**src/rtl/fifo_arb_pkg.sv**
```systemverilog
// Shared types and width helpers for the FIFO write-port arbiter.
package fifo_arb_pkg;

    typedef enum logic [0:0] {
        StIdle,
        StGrant
    } arb_state_e;

    // Index width for n requesters; never narrower than one bit.
    function automatic int unsigned id_width(input int unsigned n);
        return (n > 1) ? $clog2(n) : 1;
    endfunction

    // Beat counter only has to reach max_burst-1.
    function automatic int unsigned cnt_width(input int unsigned max_burst);
        return (max_burst > 1) ? $clog2(max_burst) : 1;
    endfunction

endpackage

```
**src/rtl/rr_pick.sv**
```systemverilog
// Wrap-around priority search: first set request at or above ptr_i, wrapping to 0.
module rr_pick #(
    parameter int unsigned NUM_REQ  = 4,
    parameter int unsigned ID_WIDTH = 2
) (
    input  logic [NUM_REQ-1:0]  req_i,
    input  logic [ID_WIDTH-1:0] ptr_i,
    output logic [ID_WIDTH-1:0] idx_o,
    output logic                found_o
);

    int unsigned cand;

    always_comb begin
        idx_o   = '0;
        found_o = 1'b0;
        cand    = 0;
        for (int unsigned i = 0; i < NUM_REQ; i++) begin
            cand = (32'(ptr_i) + i) % NUM_REQ;
            if (!found_o && req_i[cand]) begin
                found_o = 1'b1;
                idx_o   = ID_WIDTH'(cand);
            end
        end
    end

endmodule

```
**src/rtl/fifo_wr_arbiter.sv**
```systemverilog
// Round-robin arbiter letting NUM_REQ bursting requesters share one FIFO write port.
module fifo_wr_arbiter
    import fifo_arb_pkg::*;
#(
    parameter int unsigned  NUM_REQ    = 4,
    parameter int unsigned  DATA_WIDTH = 8,
    parameter int unsigned  MAX_BURST  = 4,
    localparam int unsigned ID_WIDTH   = id_width(NUM_REQ)
) (
    input  logic                                clk,
    input  logic                                rst,
    input  logic [NUM_REQ-1:0]                  req_valid,
    input  logic [NUM_REQ-1:0]                  req_last,
    input  logic [NUM_REQ-1:0][DATA_WIDTH-1:0]  req_data,
    output logic [NUM_REQ-1:0]                  req_ready,
    input  logic                                fifo_full,
    output logic                                fifo_wr_en,
    output logic [ID_WIDTH+DATA_WIDTH-1:0]      fifo_din,
    output logic                                grant_valid,
    output logic [ID_WIDTH-1:0]                 grant_id
);

    localparam int unsigned           CNT_WIDTH = cnt_width(MAX_BURST);
    localparam logic [CNT_WIDTH-1:0]  CNT_LAST  = CNT_WIDTH'(MAX_BURST - 1);
    localparam logic [ID_WIDTH-1:0]   ID_LAST   = ID_WIDTH'(NUM_REQ - 1);

    arb_state_e             state_q, state_d;
    logic [ID_WIDTH-1:0]    rr_ptr_q, rr_ptr_d;
    logic [ID_WIDTH-1:0]    grant_id_q, grant_id_d;
    logic [CNT_WIDTH-1:0]   cnt_q, cnt_d;

    logic [ID_WIDTH-1:0]    pick_idx;
    logic                   pick_found;
    logic                   gnt_valid;
    logic                   end_grant;

    rr_pick #(
        .NUM_REQ  (NUM_REQ),
        .ID_WIDTH (ID_WIDTH)
    ) u_rr_pick (
        .req_i   (req_valid),
        .ptr_i   (rr_ptr_q),
        .idx_o   (pick_idx),
        .found_o (pick_found)
    );

    assign gnt_valid = req_valid[grant_id_q];

    always_comb begin
        state_d    = state_q;
        rr_ptr_d   = rr_ptr_q;
        grant_id_d = grant_id_q;
        cnt_d      = cnt_q;
        req_ready  = '0;
        fifo_wr_en = 1'b0;
        end_grant  = 1'b0;

        unique case (state_q)
            StIdle: begin
                if (pick_found) begin
                    state_d    = StGrant;
                    grant_id_d = pick_idx;
                    cnt_d      = '0;
                end
            end
            StGrant: begin
                req_ready[grant_id_q] = !fifo_full;
                fifo_wr_en            = gnt_valid && !fifo_full;
                // A full FIFO freezes everything, even a requester that drops valid.
                if (!fifo_full) begin
                    if (!gnt_valid || req_last[grant_id_q] || cnt_q == CNT_LAST) begin
                        end_grant = 1'b1;
                    end else begin
                        cnt_d = cnt_q + CNT_WIDTH'(1);
                    end
                end
                if (end_grant) begin
                    state_d  = StIdle;
                    rr_ptr_d = (grant_id_q == ID_LAST) ? '0 : grant_id_q + ID_WIDTH'(1);
                end
            end
            default: state_d = StIdle;
        endcase

        if (rst) begin
            req_ready  = '0;
            fifo_wr_en = 1'b0;
        end
    end

    always_ff @(posedge clk) begin
        if (rst) begin
            state_q    <= StIdle;
            rr_ptr_q   <= '0;
            grant_id_q <= '0;
            cnt_q      <= '0;
        end else begin
            state_q    <= state_d;
            rr_ptr_q   <= rr_ptr_d;
            grant_id_q <= grant_id_d;
            cnt_q      <= cnt_d;
        end
    end

    assign grant_valid = (state_q == StGrant) && !rst;
    assign grant_id    = grant_id_q;
    assign fifo_din    = {grant_id_q, req_data[grant_id_q]};

endmodule

```
**config.mk**
```make
export PLATFORM = sky130hd
export DESIGN_NAME = fifo_wr_arbiter
export DESIGN_NICKNAME = d
export VERILOG_FILES = /design/src/rtl/fifo_arb_pkg.sv /design/src/rtl/rr_pick.sv /design/src/rtl/fifo_wr_arbiter.sv
export SDC_FILE = /design/constraint.sdc
export NUM_CORES = 1
export LEC_CHECK = 0
export CAP_MARGIN = 20
export CORE_MARGIN = 2
export CORE_UTILIZATION = 34
export CTS_BUF_LIST = sky130_fd_sc_hd__clkbuf_16
export CTS_CLUSTER_DIAMETER = 200
export DETAILED_ROUTE_END_ITERATION = 7
export PLACE_DENSITY = 0.81
export SLEW_MARGIN = 40
export SYNTH_ARGS = -nofsm -noshare
export SYNTH_HDL_FRONTEND = slang
export SYNTH_SLANG_ARGS = --single-unit
```
**constraint.sdc**
```tcl
create_clock -name clk -period 2 [get_ports clk]
set_clock_uncertainty 0.1 [all_clocks]
set_input_delay 0.4 -clock clk [delete_from_list [all_inputs] [get_ports clk]]
set_output_delay 0.4 -clock clk [all_outputs]
set_load 0.01 [all_outputs]
```
==> impl_results.md, run 1 <==
* DR vias/cell at between 5 and 6
* Post-DP HPWL at 2350 µm
* Power Density at approximately 510 nW/µm²
* CP peak stage delay at 480 ps
* Num CTS Buffers at 3
* Routed vias at 963
* DRT antenna net count at 0
* Layout area overhead at 98.3%
* FF-to-FF setup slack at 340 ps
* Post-Syn Area at slightly above 800 µm²
* Reg2Reg Launch Point: grant_id[1]$_SDFFE_PP0P_
* Critical path data arrival time at 1440 ps
* Crit Reg-Reg Endpoint: cnt_q[0]$_SDFFE_PP0P_
* Worst-path clk slew at 40 ps
* Inst Count DP at 179
* Final hold slack at 380 ps
* Fin nets at 208
* Slew @ Worst Pin at just under 300 ps
* Layout cells sized above 1 at 25.8%
* Routed WL at between 3000 and 4000 µm
* Detailed Routing Iterations Pass 1 at 4
* Largest net degree at the start of global routing at 16
* Global Route Usage Sum at a little over a fifth
* Crit start category: primary input
* Min-delay worst type: flip-flop to flip-flop
* CP top delay family: buffers and inverters
* Max Slew Vio Count at 0
* Rows at 17
* Max clock buf depth at 2
* Final min period at around 1900 ps
* Mapped Nets at 133
* Die area at 2780 µm²
* First-pass GRT wire length at 4410 µm
* Layout fillers at 169
* Final hold viol count at 0
* Clock sinks at 7
* Mapped Cells at 85
* Post-DP Area at 1500 µm²
* Root Driver: clkbuf_16
* Syn Area/Cell at 9.49 µm²
* Max Cap Violations at 0
* Post-synthesis cell type count at 34
* H-tree lvl count at 1
* Die width at approximately 53 µm
* Starting Density at 36.1%
* GRT overflow at 0
* Vias in the first global route at approximately 1000
* CP cell instances: clkdlybuf4s50_1, mux4_2, clkbuf_2
* Ranking of synthesized cells by area: mux4_2, dfxtp_1, ha_1, and2_1, nor2b_1
* Outcome: finished clean
* Register area share after synthesis at between 10% and 20%
* 1st-iter DRT viols at 6
* CP Capture Type: output pin
* Worst Path Max Fanout at 1
* Maximum clock frequency at a little over 500 MHz
* Share of the synthesized area in the top cell type at approximately a quarter
* WHS Path Cells at 2
* Core box area at about 2200 µm²
* Post-synth EDFFs at 0
* P_leak at 0.664 nW
* Final instance area at 1600 µm²
* Die H at 52.7 µm
* Worst vdd ir at 0.000621 V
* Worst EP required at ~1500 ps
* Post-Layout Cell Count at 187
* Yosys warns at 0
* Async S/R FF share, synth at 0%
* Power, Total at between 800 and 900 µW
* Leading area contributor after synthesis: mux4_2
* Ant diodes at 0
* CTS tree: yes
* Buf/Inv on CP at 2
* DR DRC count at 0
* I/O pins at 61
* Wire per inst at ~16 µm
* CP max-delay cell: mux4_2
* R2R depth at 4
* Relative slew margins at 80.6%
* Critical path startpoint: req_data[25]
* Initial antenna violation count at 0
* Utilization after layout at a little under three quarters
* Final setup violation count at 0
* Post-synth top flop: dfxtp_1
* Global placement routability congestion at between 0.8 and 0.9
* Crit path kind: primary input to output pin
* WHS Endpoint: cnt_q[1]$_SDFFE_PP0P_
* RSZ-0062 raised after global routing: false
* IO buf count at 60
* #FFs+latches synth at 7
* Final Cycle Share at slightly below 100%
* Hold path start: cnt_q[1]$_SDFFE_PP0P_
* Clock Latency Late Sink at 230 ps
[power breakdown]
group	total, mW	switching (mW)	internal, mW
logic	0.318	0.115	0.202
clock network	0.341	0.0805	0.260
registers	0.165	0.0147	0.150
total	0.823	0.210	0.613
[kinds of logic (layout without fill, tap and decap cells)]
group / count (synthesis) / count (layout) / synth area share (%)
AND/OR/NAND/NOR: 35 / 35 / 23.7
AO/OA/AOI/OAI: 14 / 14 / 11.6
multiplexers: 13 / 13 / 32.1
buffers and inverters: 11 / 85 / 7.44
flip-flops: 7 / 7 / 17.4
adder cells (fa/ha/maj): 5 / 5 / 7.75
[cell usage after synthesis, types with 2 or more instances]
cell type and count:
nand3_1 2, inv_1 6, a21oi_1 5, nor2b_1 5
nor2_1 7, ha_1 5, mux2i_1 3, nand2_1 6
and2_1 5, dfxtp_1 7, buf_4 3, mux4_2 9
[registers in the layout, summed over array words and instances (netlist names)]
register	flops
grant_id	2
state_q	1
cnt_q	2
rr_ptr_q	2
[worst reg2reg max path, stage by stage (launching register included)]
cell,delay [ps]
dfxtp_1,330
inv_1,120
mux4_2,590
a211o_1,330
a21oi_2,120
[cell usage in the layout (no fill, tap or decap), types with 2 or more instances in the layout]
master,instances
nor2b_1,5
clkdlybuf4s50_1,40
dlygate4sd2_1,6
nand3_1,2
dfxtp_1,6
a21oi_1,5
mux4_2,10
buf_4,9
buf_6,4
nand2_1,6
inv_1,7
ha_1,5
clkbuf_2,2
mux2i_1,3
and2_1,5
buf_2,7
clkbuf_16,4
clkdlybuf4s15_1,3
nor2_1,7
[per-stage QoR]
stage,worst slack (ps),TNS (ps)
2_1_floorplan,219,0
3_3_place_gp,-435,-4850
3_5_place_dp,-468,-5220
4_1_cts,2.16,0
5_1_grt,33.9,0
6_report,63.8,0
[final cells by class]
class,count,area (µm²),area share [%]
Inverter,6,22.5,1.41
Sequential cell,7,144,8.99
Tap cell,28,35.0,2.19
Timing Repair Buffer,75,709,44.3
Clock inverter,1,3.75,0.235
Clock buffer,3,75.1,4.69
Multi-Input combinational cell,67,611,38.2
[worst max-delay path by stage]
| stage | to | slack [ps] | cells past startpoint |
|---|---|---|---|
| floorplan | fifo_wr_en | 220 | 3 |
| global placement | fifo_wr_en | -440 | 4 |
| detailed placement | fifo_wr_en | -470 | 4 |
| CTS | fifo_din[4] | 2 | 3 |
| global route | fifo_din[1] | 30 | 3 |
| finish | fifo_din[1] | 60 | 3 |
[per-layer routing]
metal	GRT usage, %	wire (µm)	vias to the layer above
li1	-	-	467
met1	22.3	1100	444
met2	42.3	1570	47
met3	5.43	309	5
met4	6.41	40	0
met5	0	0	-
[repair_timing]
action	4_1_cts	5_1_grt
hold endpoints to repair	0	0
buffers inserted	2	1
setup endpoints to repair	16	9
cloned	0	1
pin swaps	1	0
resized for setup	50	8
hold buffers	0	0
No activity file was read; power rests on OpenSTA's default activity.
==> inputs of run 2 (changes only) <==
--- a/config.mk
+++ b/config.mk
@@ -12,6 +12,7 @@
 export CTS_CLUSTER_DIAMETER = 200
 export DETAILED_ROUTE_END_ITERATION = 7
 export PLACE_DENSITY = 0.81
+export SETUP_SLACK_MARGIN = 0.3
 export SLEW_MARGIN = 40
 export SYNTH_ARGS = -nofsm -noshare
 export SYNTH_HDL_FRONTEND = slang
==> run 2 against run 1 <==
- clock power shrank 1%
- register-to-register slack lost 130 ps
- worst hold slack gained 8.0 ps
- setup slack gained 34 ps
- combinational power grew 16%
- wire length grew 15%
- cell count grew 4.8%
- count of clock-buffer cells in the layout is the same
- total power grew 6.3%
- cell area grew 10%
- sequential power grew 2%
- critical endpoint is now fifo_din[5]
==> impl_results.md, run 2 (synthesized netlist as in run 1, its figures left out) <==
* Layout cells sized above 1 at 42.9% (was 25.8%)
* Die H at 52.7 µm (unchanged)
* Final min period at 1900 ps (was 1940 ps)
* RSZ-0062 raised after global routing: true (was false)
* Global Route Usage Sum at 23.7% (was 21.7%)
* Routed WL at 3490 µm (was 3020 µm)
* Num CTS Buffers at 3 (unchanged)
* Reg area at 148 µm² (was 144 µm²)
* Largest net degree at the start of global routing at 13 (was 16)
* H-tree lvl count at 1 (unchanged)
* Layout fillers at 160 (was 169)
* Crit Reg-Reg Endpoint: rr_ptr_q[1]$_SDFFE_PP0P_ (was cnt_q[0]$_SDFFE_PP0P_)
* CP cell instances: clkbuf_16, mux4_2, buf_6 (was clkdlybuf4s50_1, mux4_2, clkbuf_2)
* Relative slew margins at 80.8% (was 80.6%)
* Clock power frac at 38.5% (was 41.4%)
* Critical path data arrival time at 1400 ps (was 1440 ps)
* Vias in the first global route at 1023 (was 974)
* Core box area at 2230 µm² (unchanged)
* Worst EP required at 1500 ps (about the same)
* Root Driver: clkbuf_16 (unchanged)
* Final setup violation count at 0 (unchanged)
* Maximum clock frequency at 526 MHz (was 516 MHz)
* Post-place setup slack at -461 ps (was -468 ps)
* Layout area overhead at 118% (was 98.3%)
* Buf/Inv on CP at 2 (unchanged)
* Power, Total at 875 µW (was 823 µW)
* Worst vdd ir at 0.000604 V (was 0.000621 V)
* Ant diodes at 0 (unchanged)
* Die width at 52.7 µm (unchanged)
* Final hold slack at 388 ps (was 380 ps)
* P_leak at 0.797 nW (was 0.664 nW)
* Max Cap Violations at 0 (unchanged)
* Slew @ Worst Pin at 285 ps (was 289 ps)
* Clock Latency Late Sink at 230 ps (about the same)
* Reg2Reg Launch Point: grant_id[0]$_SDFFE_PP0P_ (was grant_id[1]$_SDFFE_PP0P_)
* Commonest non-fill, non-tap cell in the layout: dlygate4sd2_1 (was clkdlybuf4s50_1)
* Hold path start: cnt_q[1]$_SDFFE_PP0P_ (unchanged)
* WHS Path Cells at 2 (unchanged)
* Crit path kind: flip-flop to output pin (was primary input to output pin)
* Post-Layout Cell Count at 196 (was 187)
* I/O pins at 61 (unchanged)
* Fin nets at 217 (was 208)
* DR vias/cell at 5.26 (was 5.15)
* DRT antenna net count at 0 (unchanged)
* Multi-input gate area in the final layout at 673 µm² (was 611 µm²)
* CP peak stage delay at 500 ps (was 480 ps)
* CP top delay family: multiplexers (was buffers and inverters)
* Worst-path clk slew at 40 ps (about the same)
* Max clock buf depth at 2 (unchanged)
* Sw Ratio at 26.8% (was 25.6%)
* CP Capture Type: output pin (unchanged)
* Switching pwr at 234 µW (was 210 µW)
* CTS tree: yes (unchanged)
* WHS Endpoint: cnt_q[1]$_SDFFE_PP0P_ (unchanged)
* Initial antenna violation count at 0 (unchanged)
* FF-to-FF setup slack at 210 ps (was 340 ps)
* CP max-delay cell: mux4_2 (unchanged)
* Detailed Routing Iterations Pass 1 at 4 (unchanged)
* Outcome: finished clean (unchanged)
* Max Slew Vio Count at 0 (unchanged)
* DR DRC count at 0 (unchanged)
* Min-delay worst type: flip-flop to flip-flop (unchanged)
* Crit start category: flip-flop (was primary input)
* IO buf count at 60 (unchanged)
* Worst Path Max Fanout at 5 (was 1)
* Hold-fix buffers, CTS at 0 (unchanged)
* Rows at 17 (unchanged)
* Reg power frac at 19.3% (was 20.0%)
* Wire per inst at 17.8 µm (was 16.1 µm)
* Commonest cells after routing, fill and taps aside: dlygate4sd2_1, buf_6, buf_4, mux4_2 (was clkdlybuf4s50_1, mux4_2, buf_4)
* Final Cycle Share at 95.1% (was 96.8%)
* Routed vias at 1030 (was 963)
* Internal at 641 µW (was 613 µW)
* Inst Count DP at 179 (unchanged)
* R2R depth at 8 (was 4)
* Post-DP HPWL at 2380 µm (was 2350 µm)
* 1st-iter DRT viols at 40 (was 6)
* First-pass GRT wire length at 4690 µm (was 4410 µm)
* PnR worst setup slack at 98.0 ps (was 63.8 ps)
* Clock sinks at 7 (unchanged)
* Part of the power in combinational logic at 42.2% (was 38.6%)
* Power Density at 497 nW/µm² (was 515 nW/µm²)
* GRT overflow at 0 (unchanged)
* Die area at 2780 µm² (unchanged)
* Global placement routability congestion at 0.814 (was 0.815)
* Starting Density at 36.1% (unchanged)
* Utilization after layout at 78.9% (was 71.7%)
* Final hold viol count at 0 (unchanged)
-- run 2: cell count changes in the layout (fill, tap and decap cells not counted), moves of 2 or more --
cell and change:
ha_1 -4, inv_1 -2, and2_1 -4, clkdlybuf4s15_1 -3, clkdlybuf4s50_1 -38, dlygate4sd2_1 +34, buf_4 +3, and2_4 +4
buf_6 +15, ha_4 +3, clkbuf_2 -2
-- run 2: layout make-up --
cell class	count	area share, %
clock inverter	1	0.213
timing repair buffer	84	45.2
clock buffer	3	4.26
sequential	7	8.38
inverter	6	1.78
tap	28	1.99
multi-input combinational	67	38.2
-- run 2: what timing repair did --
| action | CTS | global route |
|---|---|---|
| cloned | 0 | 1 |
| setup buffers | 7 | 5 |
| gates resized for setup | 128 | 29 |
| setup endpoints to repair | 25 | 16 |
| pin swaps | 3 | 6 |
| hold endpoints to repair | 0 | 0 |
-- run 2: worst max-delay path by stage --
stage                        endpoint  slack [ps]  depth (start not counted)                     start
after floorplan            fifo_wr_en         360                          3  grant_id[1]$_SDFFE_PP0P_
after global placement     fifo_wr_en        -430                          4              req_valid[1]
after detailed placement   fifo_wr_en        -460                          4              req_valid[0]
after CTS                 fifo_din[4]         100                          3  grant_id[0]$_SDFFE_PP0P_
after global routing      fifo_din[5]          70                          3  grant_id[0]$_SDFFE_PP0P_
final                     fifo_din[5]         100                          3  grant_id[0]$_SDFFE_PP0P_
-- run 2: worst reg2reg max path: cells and delay by family (launching register included) --
kind | cells | cell delay, ps
simple gates | 1 | 80
buf+inv | 5 | 610
mux | 2 | 520
flops | 1 | 360
-- run 2: layer usage --
metal	track usage, %	vias up	routed length [µm]
met3	3.71	3	310
met2	45.8	56	1890
met5	0	-	0
met4	7.69	0	33
met1	25.5	489	1260
li1	-	482	-
-- run 2: metrics by stage --
stage          cell area, µm²  TNS, ps
2_1_floorplan             810        0
3_3_place_gp             1500    -4870
3_5_place_dp             1500    -5320
4_1_cts                  1590        0
5_1_grt                  1760        0
6_report                 1760        0
-- run 2: power groups by stage --
stage	registers, mW	logic (mW)	clock network (mW)
global route	0.170	0.395	0.350
finish	0.169	0.370	0.337
CTS	0.165	0.314	0.340
detailed placement	0.166	0.317	0
global placement	0.165	0.310	0
floorplan	0.164	0.135	0
==> inputs of run 3 (changes only) <==
--- a/config.mk
+++ b/config.mk
@@ -12,7 +12,7 @@
 export CTS_CLUSTER_DIAMETER = 200
 export DETAILED_ROUTE_END_ITERATION = 7
 export PLACE_DENSITY = 0.81
-export SETUP_SLACK_MARGIN = 0.3
+export SETUP_SLACK_MARGIN = 0.2
 export SLEW_MARGIN = 40
 export SYNTH_ARGS = -nofsm -noshare
 export SYNTH_HDL_FRONTEND = slang
==> run 3 against run 2 <==
- core utilization fell by 2.7 points
- cell area fell by 3.5%
- worst hold slack got worse by 8.9 ps
- cell count fell by 3.1%
- clock power barely moved
- setup slack improved by 6.1 ps
- wire length fell by 12%
- sequential power barely moved
- register-to-register slack improved by 120 ps
- critical endpoint is now fifo_din[1]
==> impl_results.md, run 3 (synthesized netlist as in run 1, its figures left out) <==
* Root Driver: clkbuf_16 (unchanged)
* P_leak at 0.832 nW (was 0.797 nW)
* Global placement routability congestion at 0.815 (was 0.814)
* Crit path kind: flip-flop to output pin (unchanged)
* DR DRC count at 0 (unchanged)
* Final hold slack at 379 ps (was 388 ps)
* Worst vdd ir at 0.000582 V (was 0.000604 V)
* Vias in the first global route at 997 (was 1023)
* Commonest non-fill, non-tap cell in the layout: dlygate4sd2_1 (unchanged)
* Initial antenna violation count at 0 (unchanged)
* Relative slew margins at 83.5% (was 80.8%)
* Sw Ratio at 26.3% (was 26.8%)
* Largest net degree at the start of global routing at 14 (was 13)
* Maximum clock frequency at 527 MHz (was 526 MHz)
* Fin nets at 211 (was 217)
* Switching pwr at 222 µW (was 234 µW)
* Clock power frac at 40.1% (was 38.5%)
* Worst Path Max Fanout at 6 (was 5)
* Internal at 625 µW (was 641 µW)
* Outcome: finished clean (unchanged)
* IO buf count at 60 (unchanged)
* Num CTS Buffers at 3 (unchanged)
* Die width at 52.7 µm (unchanged)
* Power Density at 498 nW/µm² (was 497 nW/µm²)
* CTS tree: yes (unchanged)
* Final setup violation count at 0 (unchanged)
* Final Cycle Share at 94.8% (was 95.1%)
* First-pass GRT wire length at 4550 µm (was 4690 µm)
* Rows at 17 (unchanged)
* Power, Total at 847 µW (was 875 µW)
* CP cell instances: clkbuf_16, mux4_2, buf_6 (unchanged)
* Detailed Routing Iterations Pass 1 at 5 (was 4)
* Crit start category: flip-flop (unchanged)
* Global Route Usage Sum at 22.6% (was 23.7%)
* Reg power frac at 19.6% (was 19.3%)
* Starting Density at 36.1% (unchanged)
* H-tree lvl count at 1 (unchanged)
* CP max-delay cell: mux4_2 (unchanged)
* Critical path data arrival time at 1400 ps (about the same)
* Worst EP required at 1500 ps (about the same)
* Part of the power in combinational logic at 40.3% (was 42.2%)
* Worst-path clk slew at 40 ps (about the same)
* Max Slew Vio Count at 0 (unchanged)
* I/O pins at 61 (unchanged)
* Core box area at 2230 µm² (unchanged)
* DR vias/cell at 5.15 (was 5.26)
* 1st-iter DRT viols at 5 (was 40)
* CP Capture Type: output pin (unchanged)
* Max clock buf depth at 2 (unchanged)
* Min-delay worst type: flip-flop to flip-flop (unchanged)
* Ant diodes at 0 (unchanged)
* Slew @ Worst Pin at 244 ps (was 285 ps)
* Die H at 52.7 µm (unchanged)
* Final hold viol count at 0 (unchanged)
* CP peak stage delay at 500 ps (about the same)
* Routed vias at 979 (was 1030)
* Die area at 2780 µm² (unchanged)
* RSZ-0062 raised after global routing: true (unchanged)
* Clock sinks at 7 (unchanged)
* Commonest cells after routing, fill and taps aside: dlygate4sd2_1, buf_6, mux4_2, buf_4, dlymetal6s2s_1 (was dlygate4sd2_1, buf_6, buf_4, mux4_2)
* Layout area overhead at 111% (was 118%)
* Wire per inst at 16.2 µm (was 17.8 µm)
* Clock Latency Late Sink at 230 ps (about the same)
* Post-DP HPWL at 2350 µm (was 2380 µm)
* DRT antenna net count at 0 (unchanged)
* Final min period at 1900 ps (about the same)
* GRT overflow at 0 (unchanged)
* Layout cells sized above 1 at 36.4% (was 42.9%)
* Max Cap Violations at 0 (unchanged)
* Routed WL at 3090 µm (was 3490 µm)
[run 3: final timing paths]
path	startpoint	endpoint	slack, ps	cells after the start
hold reg to reg	cnt_q[1]$_SDFFE_PP0P_	cnt_q[1]$_SDFFE_PP0P_	380	2
hold / removal	cnt_q[1]$_SDFFE_PP0P_	cnt_q[1]$_SDFFE_PP0P_	380	2
setup / recovery	grant_id[0]$_SDFFE_PP0P_	fifo_din[1]	100	3
setup reg to reg	grant_id[1]$_SDFFE_PP0P_	cnt_q[0]$_SDFFE_PP0P_	330	4
[run 3: worst max-delay path, delay by kind of cell, from the launching register on]
kind | cells | cell delay [ps]
mux | 1 | 500
flops | 1 | 380
buf+inv | 2 | 290
[run 3: routing by layer]
layer  global-route usage [%]  routed length [µm]  vias up
met5                        0                   0        -
met4                     7.69                  55        0
met3                     5.14                 292        7
met2                     45.0                1660       52
met1                     22.1                1080      452
li1                         -                   -      468
[run 3: power by group through the flow]
stage | combinational [mW] | clock [mW] | sequential [mW]
3_3_place_gp | 0.312 | 0 | 0.163
2_1_floorplan | 0.134 | 0 | 0.164
4_1_cts | 0.326 | 0.341 | 0.164
6_report | 0.342 | 0.340 | 0.166
5_1_grt | 0.368 | 0.348 | 0.167
3_5_place_dp | 0.321 | 0 | 0.163
[run 3: layout make-up]
class | instances | area, µm²
flip-flops and latches | 7 | 145
fillers | 154 | 533
multi-input cells | 67 | 657
repair buffers | 78 | 762
well taps | 28 | 35.0
inverters | 6 | 22.5
clock buffers | 3 | 75.1
clock inverters | 1 | 3.75
[run 3: repair_timing]
action	4_1_cts	5_1_grt
gates cloned	0	1
pin swaps	3	2
gates resized for setup	111	24
hold buffers	0	0
buffers inserted	6	0
endpoints found under the setup margin	24	20
[run 3: per-stage QoR]
stage	area, µm²	setup slack, ps	setup TNS, ps	instances	utilization [%]
6_report	1700	104	0	190	76.1
5_1_grt	1700	74.4	0	190	76.1
4_1_cts	1600	98.9	0	189	71.8
3_5_place_dp	1500	-468	-5220	179	67.2
3_3_place_gp	1500	-435	-4850	179	67.2
2_1_floorplan	807	219	0	85	-
==> RTL change 1, RTL diff (config.mk and constraints of run 3) <==
The parameter `DATA_WIDTH` goes from 8 to 10.
--- a/src/rtl/fifo_wr_arbiter.sv
+++ b/src/rtl/fifo_wr_arbiter.sv
@@ -4,5 +4,5 @@
 #(
     parameter int unsigned  NUM_REQ    = 4,
-    parameter int unsigned  DATA_WIDTH = 8,
+    parameter int unsigned  DATA_WIDTH = 10,
     parameter int unsigned  MAX_BURST  = 4,
     localparam int unsigned ID_WIDTH   = id_width(NUM_REQ)
Ports: changed (resized fifo_din and req_data); port bits go from 61 to 71. The function was not compared with the original's and may differ.
==> RTL change 1 against run 3 <==
- design area is 16% higher
- power is 7.8% higher
- count of clock-buffer cells in the layout unchanged
- die area up 4.1%
- critical path type is now primary input to primary output
- wire length is 7.7% higher
- sequential cell count unchanged
- non-clock buffer count grew 23
- area after synthesis is 4.5% higher
- setup slack got worse by 0.018 ns
==> RTL change 1: results (changes against run 3) <==
Place
  • Cell count after placement: 197 (was 179)
  • Total of buffers placed on input and output ports: 70 (was 60)
  • Post-Place Worst Slack: -0.479 ns (was -0.468 ns)
  • Routability cong.: 0.820 (was 0.815)
  • HPWL after detailed placement: 2.40 mm (was 2.35 mm)

Layout
  • Number of nets in the layout: 238 (was 211)
  • Final non-filler cell total: 211 (was 190)
  • Share of cells above drive strength 1: 0.436 (was 0.364)
  • Filler Cells Inserted: 154 (unchanged)

Yosys
  • Leading cell types by count after synthesis: sky130_fd_sc_hd__dfxtp_1 (7), sky130_fd_sc_hd__mux4_2 (6), sky130_fd_sc_hd__nand2b_1 (6), sky130_fd_sc_hd__nor2_1 (6) (was sky130_fd_sc_hd__mux4_2 (9), sky130_fd_sc_hd__dfxtp_1 (7), sky130_fd_sc_hd__nor2_1 (7))
  • Sequential share of the synthesized area: 0.166 (was 0.174)
  • XOR/XNOR share of the synthesized area: 0 (unchanged)
  • Adder-cell area share of the yosys netlist: 0.0742 (was 0.0775)
  • Compound-gate portion of the synthesized area: 0.0950 (was 0.116)
  • Most area-consuming cells after synthesis: sky130_fd_sc_hd__dfxtp_1 (17%), sky130_fd_sc_hd__mux4_2 (16%), sky130_fd_sc_hd__mux4_1 (12%) (was sky130_fd_sc_hd__mux4_2 (25%), sky130_fd_sc_hd__dfxtp_1 (17%), sky130_fd_sc_hd__ha_1 (7.8%))
  • Number of nets produced by synthesis: 138 (was 133)
  • Ys async rst share: 0 (unchanged)
  • Multiplexer fraction of the synthesized cell area: 0.377 (was 0.321)
  • Synthesized instance count: 82 (was 85)
  • Yosys cell types: 32 (was 34)
  • Yosys warning total: 0 (unchanged)

Timing
  • Slew at the pin with the worst max-slew slack: 0.347 ns (was 0.244 ns)

GRT
  • Via count of the first global-routing pass: 1140 (was 997)
  • Wire length of the first global-routing pass: 4.82 mm (was 4.55 mm)
  • Maximum number of pins on one net before global-route repair: 12 (was 14)
  • Aggregate global-route resource usage: 0.237 (was 0.226)

Detailed routing
  • DRT Pass-1 Iters: 4 (was 5)
  • Drt via density: 5.24 (was 5.15)
  • Average wire length per cell after detail routing: 15.8 um (was 16.2 um)
  • Violation count after the first detailed-route iteration: 19 (was 5)

Critical path
  • Family of cells with the greatest summed delay on the critical path: buffers and inverters (was multiplexers)
  • Reg-to-reg startpoint: grant_id[0] (was grant_id[1])
  • Critical Path Start: req_data[27] (was grant_id[0])
  • Largest fanout on the critical path: 1 (was 6)
  • Delay of the slowest cell on the worst path: 0.47 ns (was 0.50 ns)

Status
  • Result of the run: complete, no violations (unchanged)

Clock tree
  • Total clock buffers created by CTS: 3 (unchanged)
  • Buffers from clock root to sink, at most: 2 (unchanged)

Pwr
  • Net switching share of the total power: 0.263 (about the same)
  • Leak pwr: 0.871 nW (was 0.832 nW)
  • VDD IR max: 642 uV (was 582 uV)

Worst hold path
  • Worst Hold Class: flop to flop (unchanged)
RTL change 1: final timing paths:
check	endpoint	slack, ns	cells after the start
min	cnt_q[1]	0.43	2
max reg2reg	rr_ptr_q[0]	0.13	6
min reg2reg	cnt_q[1]	0.43	2
max	fifo_din[7]	0.09	3
RTL change 1: cell families after synthesis:
family	after synthesis
AOI/OAI and AO/OA	11
and+or+nand+nor	33
DFF	7
buffers and inverters	9
adders and majority gates	5
muxes	17
RTL change 1: repair_timing:
item | in CTS | in global routing
pin swaps | 10 | 4
buffers inserted | 6 | 3
hold endpoints to repair | 0 | 0
cloned | 1 | 0
endpoints found under the setup margin | 26 | 22
resized for setup | 118 | 18
RTL change 1: power groups by stage:
stage | Combinational (mW) | Clock (mW) | Sequential (mW)
floorplan | 0.138 | 0 | 0.161
global placement | 0.346 | 0 | 0.164
CTS | 0.385 | 0.355 | 0.161
global route | 0.430 | 0.357 | 0.163
detailed placement | 0.353 | 0 | 0.165
finish | 0.404 | 0.347 | 0.162
RTL change 1: layout make-up:
| type | count | area, um2 | share of cell area |
|---|---|---|---|
| clock buffer | 3 | 75.1 | 0.0379 |
| clock inverter | 1 | 3.75 | 0.00190 |
| inverter | 3 | 11.3 | 0.00569 |
| multi-input combinational | 66 | 743 | 0.375 |
| sequential | 7 | 148 | 0.0746 |
| tap | 30 | 37.5 | 0.0190 |
| timing repair buffer | 101 | 961 | 0.485 |
RTL change 1: worst min-delay path, delay by kind of cell, from the launching register on:
kind	cells	cell delay, ns
and+or+nand+nor	1	0.09
muxes	1	0.07
DFF	1	0.31
RTL change 1: per-stage QoR:
stage                     cell area (um2)  TNS (ns)
after floorplan                       860         0
after global placement               1740     -5.96
after detailed placement             1740     -6.48
after CTS                            1920         0
after global routing                 1980         0
final                                1980         0
RTL change 1: routing by layer:
metal | global-route usage | vias to the layer above | wire length [um]
met5 | 0 | - | 0
met1 | 0.214 | 510 | 1050
met2 | 0.455 | 76 | 1750
met4 | 0.154 | 0 | 108
li1 | - | 509 | -
met3 | 0.0639 | 11 | 415
==> RTL change 2, RTL diff (flow settings as in run 3) <==
Without the edit above. Reset style: asynchronous (`rst`), changed in one clocked block.
--- a/src/rtl/fifo_wr_arbiter.sv
+++ b/src/rtl/fifo_wr_arbiter.sv
@@ -89,5 +89,5 @@
     end
 
-    always_ff @(posedge clk) begin
+    always_ff @(posedge clk or posedge rst) begin
         if (rst) begin
             state_q    <= StIdle;
Behaviour: differs if rst is asserted again (counterexample within 4 cycles, from zero or initial values and one cycle with rst high); with rst held inactive, the same outputs for 10 cycles.
==> RTL change 2 against run 3 <==
- count of clock-buffer cells in the layout is the same
- setup slack lost 0.070 ns
- highest routed layer unchanged
- sequential cell count is the same
- area after synthesis shrank 1.7%
- sequential share of layout area grew 1.5 points
- wire length grew 18%
- non-clock buffer count grew 3
- die area shrank 1.6%
- design area grew 3.3%
Power is not compared: it rests on default switching activity, and its combinational part moved more than twofold at a synthesized area within 25%.
==> RTL change 2: results (changes against run 3) <==
Layout
  • Data buffer area share: 0.424 (was 0.448)
  • Number of nets in the layout: 203 (was 211)
  • Seq_cells: 7 (unchanged)
  • Total of plain and repair buffers excluding clock buffers: 81 (was 78)
  • Synth-to-Final Area Change: 121% (was 111%)
  • Number of multi-input combinational cells in the layout: 54 (was 67)
  • Filler Cells Inserted: 126 (was 154)
  • Multi-input gate share of the layout cell area: 0.392 (was 0.386)
  • Non-clock inverters: 8 (was 6)
  • Seq/total area: 0.100 (was 0.0854)

Critical path
  • Capture point of the critical path: fifo_din[0] (was fifo_din[1])
  • Data arrival, critical path: 1.47 ns (was 1.40 ns)
  • Critical Path Start: req_data[16] (was grant_id[0])
  • R2R setup slack: 0.21 ns (was 0.33 ns)
  • Number of cells traversed by the worst register-to-register path: 6 (was 4)
  • Reg-to-Reg End: rr_ptr_q[0] (was cnt_q[0])
  • Reg-to-reg startpoint: grant_id[0] (was grant_id[1])
  • Largest fanout on the critical path: 1 (was 6)

Yosys
  • Number of nets produced by synthesis: 123 (was 133)
  • Compound-gate portion of the synthesized area: 0.107 (was 0.116)
  • Multiplexer fraction of the synthesized cell area: 0.334 (was 0.321)
  • Most area-consuming cells after synthesis: sky130_fd_sc_hd__dfrtp_1 (22%), sky130_fd_sc_hd__mux4_2 (17%), sky130_fd_sc_hd__ha_1 (7.9%) (was sky130_fd_sc_hd__mux4_2 (25%), sky130_fd_sc_hd__dfxtp_1 (17%), sky130_fd_sc_hd__ha_1 (7.8%))
  • Leading cell types by count after synthesis: sky130_fd_sc_hd__inv_1 (8), sky130_fd_sc_hd__dfrtp_1 (7), sky130_fd_sc_hd__mux4_2 (6) (was sky130_fd_sc_hd__mux4_2 (9), sky130_fd_sc_hd__dfxtp_1 (7), sky130_fd_sc_hd__nor2_1 (7))
  • Ys async rst share: 1.00 (was 0)
  • Top FF cell, synth: sky130_fd_sc_hd__dfrtp_1 (was sky130_fd_sc_hd__dfxtp_1)
  • Yosys cell types: 32 (was 34)
  • Synthesized instance count: 75 (was 85)

Place
  • Post-Place Worst Slack: -0.526 ns (was -0.468 ns)
  • Post-detailed-placement cell area: 1490 um2 (was 1500 um2)
  • Routability cong.: 0.790 (was 0.815)

Status
  • Result of the run: complete, no violations (unchanged)

Detailed routing
  • Final wirelength: 3.65 mm (was 3.09 mm)
  • Via Count: 975 (was 979)
  • Average wire length per cell after detail routing: 20.0 um (was 16.2 um)

Worst hold path
  • Worst Hold Class: primary input to async pin (was flop to flop)

Timing
  • Portion of the clock cycle consumed by the worst path in the final layout: 0.983 (was 0.948)
  • Worst Hold Slack: 0.195 ns (was 0.379 ns)

Clock tree
  • Buffers from clock root to sink, at most: 2 (unchanged)
==> RTL change 2: cell types whose count changed after synthesis, moves of 3 or more <==
cell,delta
sky130_fd_sc_hd__mux4_2,-3
sky130_fd_sc_hd__dfxtp_1,-7
sky130_fd_sc_hd__dfrtp_1,+7
sky130_fd_sc_hd__nor2b_1,-5
==> RTL change 2: critical path: cells and delay by family <==
family | cells | cell delay, ns
muxes | 1 | 0.49
buffers and inverters | 2 | 0.57
==> RTL change 2: logic make-up after synthesis <==
kind of cell             count (synthesis)
flip-flops                               7
multiplexers                            15
AO/OA/AOI/OAI                           13
adder cells (fa/ha/maj)                  5
AND/OR/NAND/NOR                         21
buffers and inverters                   14
==> RTL change 2: per-layer routing <==
layer,GRT usage,routed length (um),share of wire,up-vias
met5,0,0,0,-
met3,0.0629,291,0.080,6
li1,-,-,-,434
met4,0.111,73,0.020,0
met1,0.270,1290,0.35,485
met2,0.510,1990,0.55,50
